## src/rtl/wm8731_pkg.sv

```systemverilog
// Shared constants, state encoding and slot-bit helper for the WM8731 I2S audio path.
package wm8731_pkg;

    localparam int SAMPLE_W    = 16;
    localparam int SLOT_BCLKS  = 32;
    localparam int FRAME_BCLKS = 64;
    localparam int SLOT_W      = $clog2(SLOT_BCLKS);
    localparam int BC_W        = $clog2(FRAME_BCLKS);

    typedef enum logic {
        IDLE = 1'b0,
        RUN  = 1'b1
    } tx_state_e;

    // Serial bit for frame position pos: slot bit k=1..16 carries sample bit 16-k,
    // slot bits 0 and 17..31 are zero; pos MSB selects the left/right half of the word.
    function automatic logic slot_bit(input logic [2*SAMPLE_W-1:0] word,
                                      input logic [BC_W-1:0] pos);
        logic [SLOT_W-1:0] k;
        logic [SLOT_W-1:0] idx;
        k = pos[SLOT_W-1:0];
        if (k == '0 || k > SLOT_W'(SAMPLE_W)) begin
            return 1'b0;
        end
        idx = pos[BC_W-1] ? (SLOT_W'(SAMPLE_W) - k) : (SLOT_W'(0) - k);
        return word[idx];
    endfunction

endpackage

```

## src/rtl/i2s_dac_tx_if.sv

```systemverilog
// Read side of the first-word fall-through playback FIFO.
interface i2s_dac_tx_if #(
    parameter int B = 32
);
    logic         fifo_empty;
    logic [B-1:0] fifo_data;
    logic         fifo_rd;

    modport master (
        input  fifo_empty,
        input  fifo_data,
        output fifo_rd
    );

    modport slave (
        output fifo_empty,
        output fifo_data,
        input  fifo_rd
    );
endinterface

```

## src/rtl/i2s_clk_gen.sv

```systemverilog
// BCLK divider and 64-bit frame position counter; bc advances on every bclk fall.
module i2s_clk_gen
    import wm8731_pkg::*;
#(
    parameter int BCLK_DIV = 4
) (
    input  logic            clk,
    input  logic            reset,
    input  logic            run,
    output logic            bclk,
    output logic [BC_W-1:0] bc,
    output logic            fall_evt,
    output logic            frame_end
);

    localparam int DIV_W = (BCLK_DIV > 1) ? $clog2(BCLK_DIV) : 1;
    localparam logic [DIV_W-1:0] DIV_LAST = DIV_W'(BCLK_DIV - 1);

    logic [DIV_W-1:0] div;
    logic             tick;

    assign tick      = run && (div == DIV_LAST);
    assign fall_evt  = tick && bclk;
    assign frame_end = fall_evt && (bc == BC_W'(FRAME_BCLKS - 1));

    // Holding everything cleared while stopped makes the first rise land BCLK_DIV cycles after start.
    always_ff @(posedge clk) begin
        if (reset || !run) begin
            div  <= '0;
            bclk <= 1'b0;
            bc   <= '0;
        end else if (tick) begin
            div  <= '0;
            bclk <= ~bclk;
            if (bclk) begin
                bc <= bc + BC_W'(1);
            end
        end else begin
            div <= div + DIV_W'(1);
        end
    end

endmodule

```

## src/rtl/i2s_dac_tx.sv

```systemverilog
// Master-mode I2S transmitter: one FIFO pop per frame, MSB-first left/right serialization.
//   state | meaning
//   IDLE  | outputs parked low, clock generator cleared
//   RUN   | frames streaming; enable only looked at on the frame boundary
module i2s_dac_tx
    import wm8731_pkg::*;
#(
    parameter int B        = 32,
    parameter int BCLK_DIV = 4
) (
    input  logic         clk,
    input  logic         reset,
    input  logic         enable,
    i2s_dac_tx_if.master fifo,
    output logic         bclk,
    output logic         daclrc,
    output logic         dacdat,
    output logic         underrun,
    output logic         busy
);

    tx_state_e       state;
    logic [B-1:0]    shift_reg;
    logic            fifo_rd;
    logic            run;
    logic            fetch;
    logic            fall_evt;
    logic            frame_end;
    logic [BC_W-1:0] bc;
    logic [BC_W-1:0] bc_next;

    assign run          = (state == RUN);
    assign bc_next      = bc + BC_W'(1);
    assign fetch        = enable && ((state == IDLE) || frame_end);
    assign fifo.fifo_rd = fifo_rd;

    i2s_clk_gen #(
        .BCLK_DIV (BCLK_DIV)
    ) u_clk_gen (
        .clk       (clk),
        .reset     (reset),
        .run       (run),
        .bclk      (bclk),
        .bc        (bc),
        .fall_evt  (fall_evt),
        .frame_end (frame_end)
    );

    always_ff @(posedge clk) begin
        if (reset) begin
            state     <= IDLE;
            shift_reg <= '0;
            fifo_rd   <= 1'b0;
            underrun  <= 1'b0;
            busy      <= 1'b0;
            daclrc    <= 1'b0;
            dacdat    <= 1'b0;
        end else begin
            fifo_rd  <= 1'b0;
            underrun <= 1'b0;
            // The head word is captured on the pop edge, so the FIFO advancing afterwards is harmless.
            if (fetch) begin
                shift_reg <= fifo.fifo_empty ? '0 : fifo.fifo_data;
                fifo_rd   <= !fifo.fifo_empty;
                underrun  <= fifo.fifo_empty;
            end
            case (state)
                IDLE: begin
                    busy   <= 1'b0;
                    daclrc <= 1'b0;
                    dacdat <= 1'b0;
                    if (enable) begin
                        state <= RUN;
                        busy  <= 1'b1;
                    end
                end
                RUN: begin
                    if (frame_end && !enable) begin
                        state  <= IDLE;
                        busy   <= 1'b0;
                        daclrc <= 1'b0;
                        dacdat <= 1'b0;
                    end else if (fall_evt) begin
                        daclrc <= bc_next[BC_W-1];
                        dacdat <= slot_bit(shift_reg, bc_next);
                    end
                end
            endcase
        end
    end

endmodule

```

## src/flat_wrapper.sv

```systemverilog
// flat-port wrapper written by rule: the top's interface ports become plain ports
module i2s_dac_tx_flat import wm8731_pkg::*;
#(
    parameter int B        = 32,
    parameter int BCLK_DIV = 4
)
  (clk, reset, enable, bclk, daclrc, dacdat, underrun, busy, fifo_fifo_empty, fifo_fifo_data, fifo_fifo_rd);
  i2s_dac_tx_if #(.B(B)) fifo_i ();
  input  logic clk;
  input  logic reset;
  input  logic enable;
  output logic bclk;
  output logic daclrc;
  output logic dacdat;
  output logic underrun;
  output logic busy;
  input wire logic [$bits(fifo_i.fifo_empty)-1:0] fifo_fifo_empty;
  input wire logic [$bits(fifo_i.fifo_data)-1:0] fifo_fifo_data;
  output wire logic [$bits(fifo_i.fifo_rd)-1:0] fifo_fifo_rd;
  assign fifo_i.fifo_empty = fifo_fifo_empty;
  assign fifo_i.fifo_data = fifo_fifo_data;
  assign fifo_fifo_rd = fifo_i.fifo_rd;
  i2s_dac_tx #(.B(B), .BCLK_DIV(BCLK_DIV)) u_core (.clk(clk), .reset(reset), .enable(enable), .fifo(fifo_i), .bclk(bclk), .daclrc(daclrc), .dacdat(dacdat), .underrun(underrun), .busy(busy));
endmodule
```

## config.mk

```make
export PLATFORM = sky130hd
export DESIGN_NAME = i2s_dac_tx_flat
export DESIGN_NICKNAME = d
export VERILOG_FILES = /design/src/rtl/wm8731_pkg.sv /design/src/rtl/i2s_dac_tx_if.sv /design/src/rtl/i2s_clk_gen.sv /design/src/rtl/i2s_dac_tx.sv /design/src/flat_wrapper.sv
export SDC_FILE = /design/constraint.sdc
export NUM_CORES = 1
export LEC_CHECK = 0
export ABC_AREA = 1
export CAP_MARGIN = 20
export CORE_MARGIN = 5
export CORE_UTILIZATION = 47
export CTS_CLUSTER_SIZE = 8
export DETAILED_ROUTE_END_ITERATION = 7
export PLACE_DENSITY = 0.86
export SLEW_MARGIN = 20
export SYNTH_ARGS = -nofsm -noshare
export SYNTH_HDL_FRONTEND = slang
export SYNTH_HIERARCHICAL = 1
export SYNTH_SLANG_ARGS = --single-unit
```

## constraint.sdc

```tcl
create_clock -name clk -period 1.8 [get_ports clk]
set_input_delay 0.45 -clock clk [delete_from_list [all_inputs] [get_ports clk]]
set_output_delay 0.45 -clock clk [all_outputs]
set_load 0.02 [all_outputs]
```

After elaboration in Yosys (flattened, before gate mapping)
Index checks and enable logic that the tools add are counted.
{"block": "word_totals", "register_bits": 47, "inputBits": 36, "out_inout_bits": 6, "wordCells": 60}
{"block": "op_classes", "n_addsub": 4, "magnitude_cmp": 2, "n_eq_ne": 4, "n_mux": 22, "bitwise_logic": 3, "reduce_logical": 15}
{"op": "two-way mux 32 bit", "n": 1}
{"op": "two-way mux 1 bit", "n": 15}
{"op": "case mux 1 bit (2 select lines)", "n": 4}
{"op": "adder 6 x 1 -> 6 bit, second input constant", "n": 1}
{"op": "== test 6 bit, second input constant", "n": 1}
{"op": "less-than comparator 5 x 6 -> 1 bit, second input constant", "n": 1}
{"op": "binary-select mux 1 bit (select 5 bit)", "n": 1}
{"op": "greater-than comparator 5 bit, second input constant", "n": 1}
{"op": "logical AND 1 bit", "n": 5}
{"op": "zero test 5 bit", "n": 1}
{"op": "two-way mux 5 bit", "n": 1}
{"op": "subtractor 1 x 5 -> 5 bit, first input constant", "n": 1}
{"op": "subtractor 5 bit, first input constant", "n": 1}
{"op": "OR reduction 2 bit", "n": 2}
{"op": "zero test 1 bit", "n": 3}
{"op": "logical OR 1 bit", "n": 3}
{"op": "inequality test 3 bit, second input constant", "n": 1}
{"op": "inverter 1 bit", "n": 3}
{"op": "adder 2 x 1 -> 2 bit, second input constant", "n": 1}
{"op": "== test 2 bit, second input constant", "n": 1}
{"op": "inequality test 2 bit, second input constant", "n": 1}
{"op": "AND reduction 2 bit", "n": 1}

Longest topological paths before layout
Gate-level depths: netlist of the first run.
{"block": "depth", "depth_word": 12, "depth_mapped": 13, "depth_no_buf": 13}

Hierarchy
Netlist of the first run, hierarchy kept.
{"mod": "i2s_dac_tx", "instances": 1, "cells_per_inst": 304, "area_each_um2": 1923.1, "seq_area_each_um2": 760.7}
{"mod": "i2s_clk_gen", "instances": 1, "cells_per_inst": 51, "area_each_um2": 416.6, "seq_area_each_um2": 180.2}

Worst setup path before layout of the first run
OpenSTA, ideal clock, no wires.
{"block": "synth_path", "path_type": "register to register", "startpoint": "register u_core.u_clk_gen.bc[0]", "endpoint": "register u_core.shift_reg[0]", "setup_time_ns": 0.074, "arrival_ns": 1.832, "required_time_ns": 1.726, "setup_slack_ns": -0.106, "path_stages_with_launch": 14, "path_buffers": 1, "synth_period_minus_slack_ns": 1.906, "path_cell_list": "dfxtp_1 > ha_1 > inv_1 > nor2_4 > nand3_1 > nor2_1 > or2_2 > nand2_1 > nor2_1 > inv_1 > nor2_2 > buf_2 > nand2_1 > o21ai_0"}
{"block": "synth_between", "elab_chain_cells": 4}
{"item": "from (decl)", "line_no": "i2s_clk_gen.sv:11", "text": "output logic [BC_W-1:0] bc,"}
{"item": "from (signal assigned)", "line_no": "i2s_clk_gen.sv:36", "text": "bc <= bc + BC_W'(1);"}
{"item": "== test 6 bit", "line_no": "i2s_clk_gen.sv:24", "text": "assign frame_end = fall_evt && (bc == BC_W'(FRAME_BCLKS - 1));"}
{"item": "logical AND 1 bit", "line_no": "i2s_clk_gen.sv:24"}
{"item": "net u_core.frame_end", "line_no": "i2s_dac_tx.sv:28", "text": "logic frame_end;"}
{"item": "logical OR 1 bit", "line_no": "i2s_dac_tx.sv:34", "text": "assign fetch = enable && ((state == IDLE) || frame_end);"}
{"item": "logical AND 1 bit", "line_no": "i2s_dac_tx.sv:34"}
{"item": "to (signal assigned)", "line_no": "i2s_dac_tx.sv:63", "text": "shift_reg <= fifo.fifo_empty ? '0 : fifo.fifo_data;"}
{"item": "to (decl)", "line_no": "i2s_dac_tx.sv:23", "text": "logic [B-1:0] shift_reg;"}
The timed path passes the listed nets, and every way through them passes these cells.
A chain may end at the register's enable or synchronous reset.

Worst setup path in the final report of the first run
{"block": "layout_path", "startpoint": "register u_core.u_clk_gen.bc[0]", "endpoint": "register u_core.dacdat"}
{"block": "layout_between", "elab_chain_cells": 12, "elab_cells_between_ends": 22, "classes_between": "3 x add/sub; 1 x order compare; 2 x eq/ne; 12 x mux; 4 x reduce/logical"}
{"item": "branches (longest 12 deep; another with adder 6 x 1 -> 6 bit)"}
{"item": "to (signal assigned)", "line_no": "i2s_dac_tx.sv:85", "text": "dacdat <= slot_bit(shift_reg, bc_next);"}
{"item": "to (decl)", "line_no": "i2s_dac_tx.sv:17", "text": "output logic dacdat,"}
Several ways; the timed one is not identified. The select of a mux whose other input is x is not followed.

==> metrics.md, run 1 <==
| Metric | Value |
|---|---|
| Max FFs per register | 32 |
| Routed wire per std cell | about 13 µm |
| Area Overhead vs Synth | 38.6% |
| RSZ-0062 raised after global routing | true |
| Clock-pin slew on the worst setup and hold paths | 0.09 ns |
| CTS buffer count | 5 |
| Area of the mapped netlist | 0.00234 mm² |
| Deepest clock path buffer count | 2 |
| Layout cells sized above 1 | 0.176 |
| Arrival time worst endpoint | 2.11 ns |
| DR DRC count | 0 |
| Mean post-synth cell area | around 6.6 µm² |
| Layout Skew | 0.00846 ns |
| Die H | between 80 and 90 µm |
| Sequential fraction of the synthesis area | 0.402 |
| Initial core utilization | 0.489 |
| Worst Setup End Kind | flip-flop |
| Outcome | finished with violations |
| Met2 routed WL | 3.08 mm |
| Post-route ant nets | 0 |
| Worst Path Max Fanout | 8 |
| Mapped Nets | 394 |
| Required @ worst endpoint | 1.98 ns |
| H-tree depth | 2 |
| Core ar. | roughly 0.0048 mm² |
| Site Rows | 25 |
| Slew @ Worst Pin | approximately 0.33 ns |
| Yosys warnings | 6 |
| Final Hold Viols | 0 |
| Seq cells post-synth | between 40 and 50 |
| Vias in the first global route | 2371 |
| Remaining global-route overflow | 0 |
| Power density cells | 590 mW/mm² |
| First-pass GRT wire length | 10.4 mm |
| Failing checks | setup timing |
| Clk_lat worst skew | 0.30 ns |
| Rel. slew slack | 0.782 |
| GRT Util Overall | 0.202 |
| Initial antenna violation count | 0 |
| CTS tree | yes |
| Lkg Pwr | 1.30 nW |
| Wl on met1 | 2.60 mm |
| Final RePlAce weighted congestion | 0.902 |
| Synth cell types | 27 |
| Final slew viol count | 0 |
| Root Driver | clkbuf_8 |
| Count of input and output buffers | 41 |
| Final min period | 1.93 ns |
| Nets | 461 |
| Die area | around 0.0065 mm² |
| Drt total wl | 6.28 mm |
| Final setup viols | 33 |
| Met3 routed WL | just over 400 µm |
| WS Path Type | flip-flop to flip-flop |
| TNS Setup | -1.70 ns |
| Final core occ | 0.677 |
| Crit start category | flip-flop |
| Max-cap viol count | 0 |
| Reg2reg setup slack | -0.13 ns |
| Final WS setup | -0.134 ns |
| Chip width | 80.6 µm |
| CTS Hold Bufs | 0 |
| Worst Hold Class | flip-flop to flip-flop |
| Via count | 2489 |
| Dpl hpwl | 4.04 mm |
| Pre-CTS setup slack | -0.0782 ns |
| Achievable Freq | 517 MHz |
| Peak VDD IR | between 0.0003 and 0.0004 V |
| Antenna Diode Count | 0 |
| Post-synthesis cell count | 355 |
| Number of top-level pins | 42 |
| Period Utilization, post-route | 1.07 |
| Pin count of the biggest net entering global routing | 35 |
| # clock sinks | 47 |
| Post-DP Area | 0.00296 mm² |
| Vias/cell | 5.10 |
| Top Layer Used | met4 |
| DRT Pass-1 Iters | 4 |
| First-iteration detailed-routing DRC count | 204 |
| Fin area | between 0.003 and 0.004 mm² |
==> where the power goes <==
| part | switching [W] | internal (W) |
|---|---|---|
| registers | 0.0000196 | 0.00107 |
| clock network | 0.000334 | 0.000260 |
| logic | 0.000101 | 0.000128 |
==> worst max-delay path, cell delays in order (launching register included) <==
cell	delay (ns)
dfxtp_4	0.39
buf_4	0.11
buf_4	0.15
inv_4	0.08
nor2_1	0.21
buf_4	0.16
nand2_1	0.04
nand3_1	0.08
nor2_1	0.06
nor2_1	0.16
nand2_1	0.08
nand2_1	0.10
nand2_1	0.06
nand3_1	0.07
a21oi_1	0.06
==> path summary, 6_finish.rpt <==
path	from	endpoint	cells after the start
setup / recovery	u_core/u_clk_gen/bc[0]	u_core/dacdat	14
hold / removal	u_core/u_clk_gen/div[0]	u_core/u_clk_gen/div[0]	1
setup reg to reg	u_core/u_clk_gen/bc[0]	u_core/dacdat	14
hold reg to reg	u_core/u_clk_gen/div[0]	u_core/u_clk_gen/div[0]	1
==> layer usage <==
metal | global-route usage | up-vias
met5 | 0 | -
met4 | 0.0828 | 0
met3 | 0.0381 | 21
met2 | 0.360 | 97
met1 | 0.235 | 1111
li1 | - | 1260
==> per-stage QoR <==
stage	power [W]	hold WS [ns]	instances
6_report	0.00191	0.450	488
5_1_grt	0.00199	0.459	488
4_1_cts	0.00190	0.437	485
3_5_place_dp	0.00132	0.433	471
3_3_place_gp	0.00131	0.418	471
2_1_floorplan	0.00120	0.409	355
==> cell usage in the layout, fill, tap and decap left out, types with 2 or more instances in the layout <==
cell type	Yosys	final
nor2_4	4	6
o21ai_0	37	25
nand4_1	3	3
nand2_4	0	3
a21oi_1	7	7
buf_6	1	2
nand3_1	22	21
a22oi_1	2	2
clkbuf_8	0	5
inv_1	25	23
buf_4	1	27
clkdlybuf4s50_1	0	40
nand2_2	4	10
nand2_1	128	119
nand3b_1	4	4
dfxtp_1	47	43
inv_2	3	4
dfxtp_2	0	2
dfxtp_4	0	2
nor3_1	3	3
ha_4	0	3
nor2_1	40	38
o21ai_1	3	14
==> synth_stat cells <==
| cell type | n | share of area |
|---|---|---|
| a21oi_2 | 1 | 0.0037 |
| a21oi_1 | 7 | 0.015 |
| or2_2 | 1 | 0.0027 |
| ha_1 | 3 | 0.016 |
| nand2_2 | 4 | 0.011 |
| clkbuf_1 | 4 | 0.0064 |
| nor3b_1 | 1 | 0.0032 |
| a22oi_1 | 2 | 0.0064 |
| buf_6 | 1 | 0.0048 |
| xor2_1 | 1 | 0.0037 |
| nor2_2 | 1 | 0.0027 |
| nand4_1 | 3 | 0.0080 |
| nor2_1 | 40 | 0.064 |
| buf_4 | 1 | 0.0032 |
| o21a_1 | 1 | 0.0032 |
| dfxtp_1 | 47 | 0.40 |
| nand2_1 | 128 | 0.21 |
| nor2_4 | 4 | 0.019 |
| nand3b_1 | 4 | 0.013 |
| nand3_4 | 1 | 0.0075 |
| nor3_1 | 3 | 0.0064 |
| inv_1 | 25 | 0.040 |
| nand3_1 | 22 | 0.047 |
| inv_2 | 3 | 0.0048 |
| buf_2 | 7 | 0.015 |
| o21ai_1 | 3 | 0.0064 |
| o21ai_0 | 37 | 0.079 |
==> final cells by class <==
class / instances / area [µm²]
clock buffer: 6 / 72.6
fill: 376 / 1540
inverter: 28 / 108
multi-input combinational: 267 / 1330
sequential: 47 / 951
tap: 67 / 83.8
timing repair buffer: 73 / 701
==> cell families after synthesis <==
kind of cell / Yosys count / synth area share
AO/OA/AOI/OAI: 51 / 0.114
XOR/XNOR: 1 / 0.00374
adder cells (fa/ha/maj): 3 / 0.0160
buffers and inverters: 41 / 0.0743
flip-flops: 47 / 0.402
AND/OR/NAND/NOR: 212 / 0.390
==> timing repair <==
| action | 4_1_cts | 5_1_grt |
|---|---|---|
| buffers inserted | 6 | 5 |
| pin swaps | 3 | 8 |
| resized for setup | 12 | 37 |
| endpoints found under the setup margin | 33 | 35 |
| cloned | 2 | 0 |
Note: power is estimated with default switching activity, not from simulation.
==> inputs of run 2 (changes only) <==
--- a/config.mk
+++ b/config.mk
@@ -12,6 +12,7 @@
 export CTS_CLUSTER_SIZE = 8
 export DETAILED_ROUTE_END_ITERATION = 7
 export PLACE_DENSITY = 0.86
+export RECOVER_POWER = 50
 export SLEW_MARGIN = 20
 export SYNTH_ARGS = -nofsm -noshare
 export SYNTH_HDL_FRONTEND = slang
==> results of run 2 <==
Final layout, timing and power as in run 1 (identical DEF).
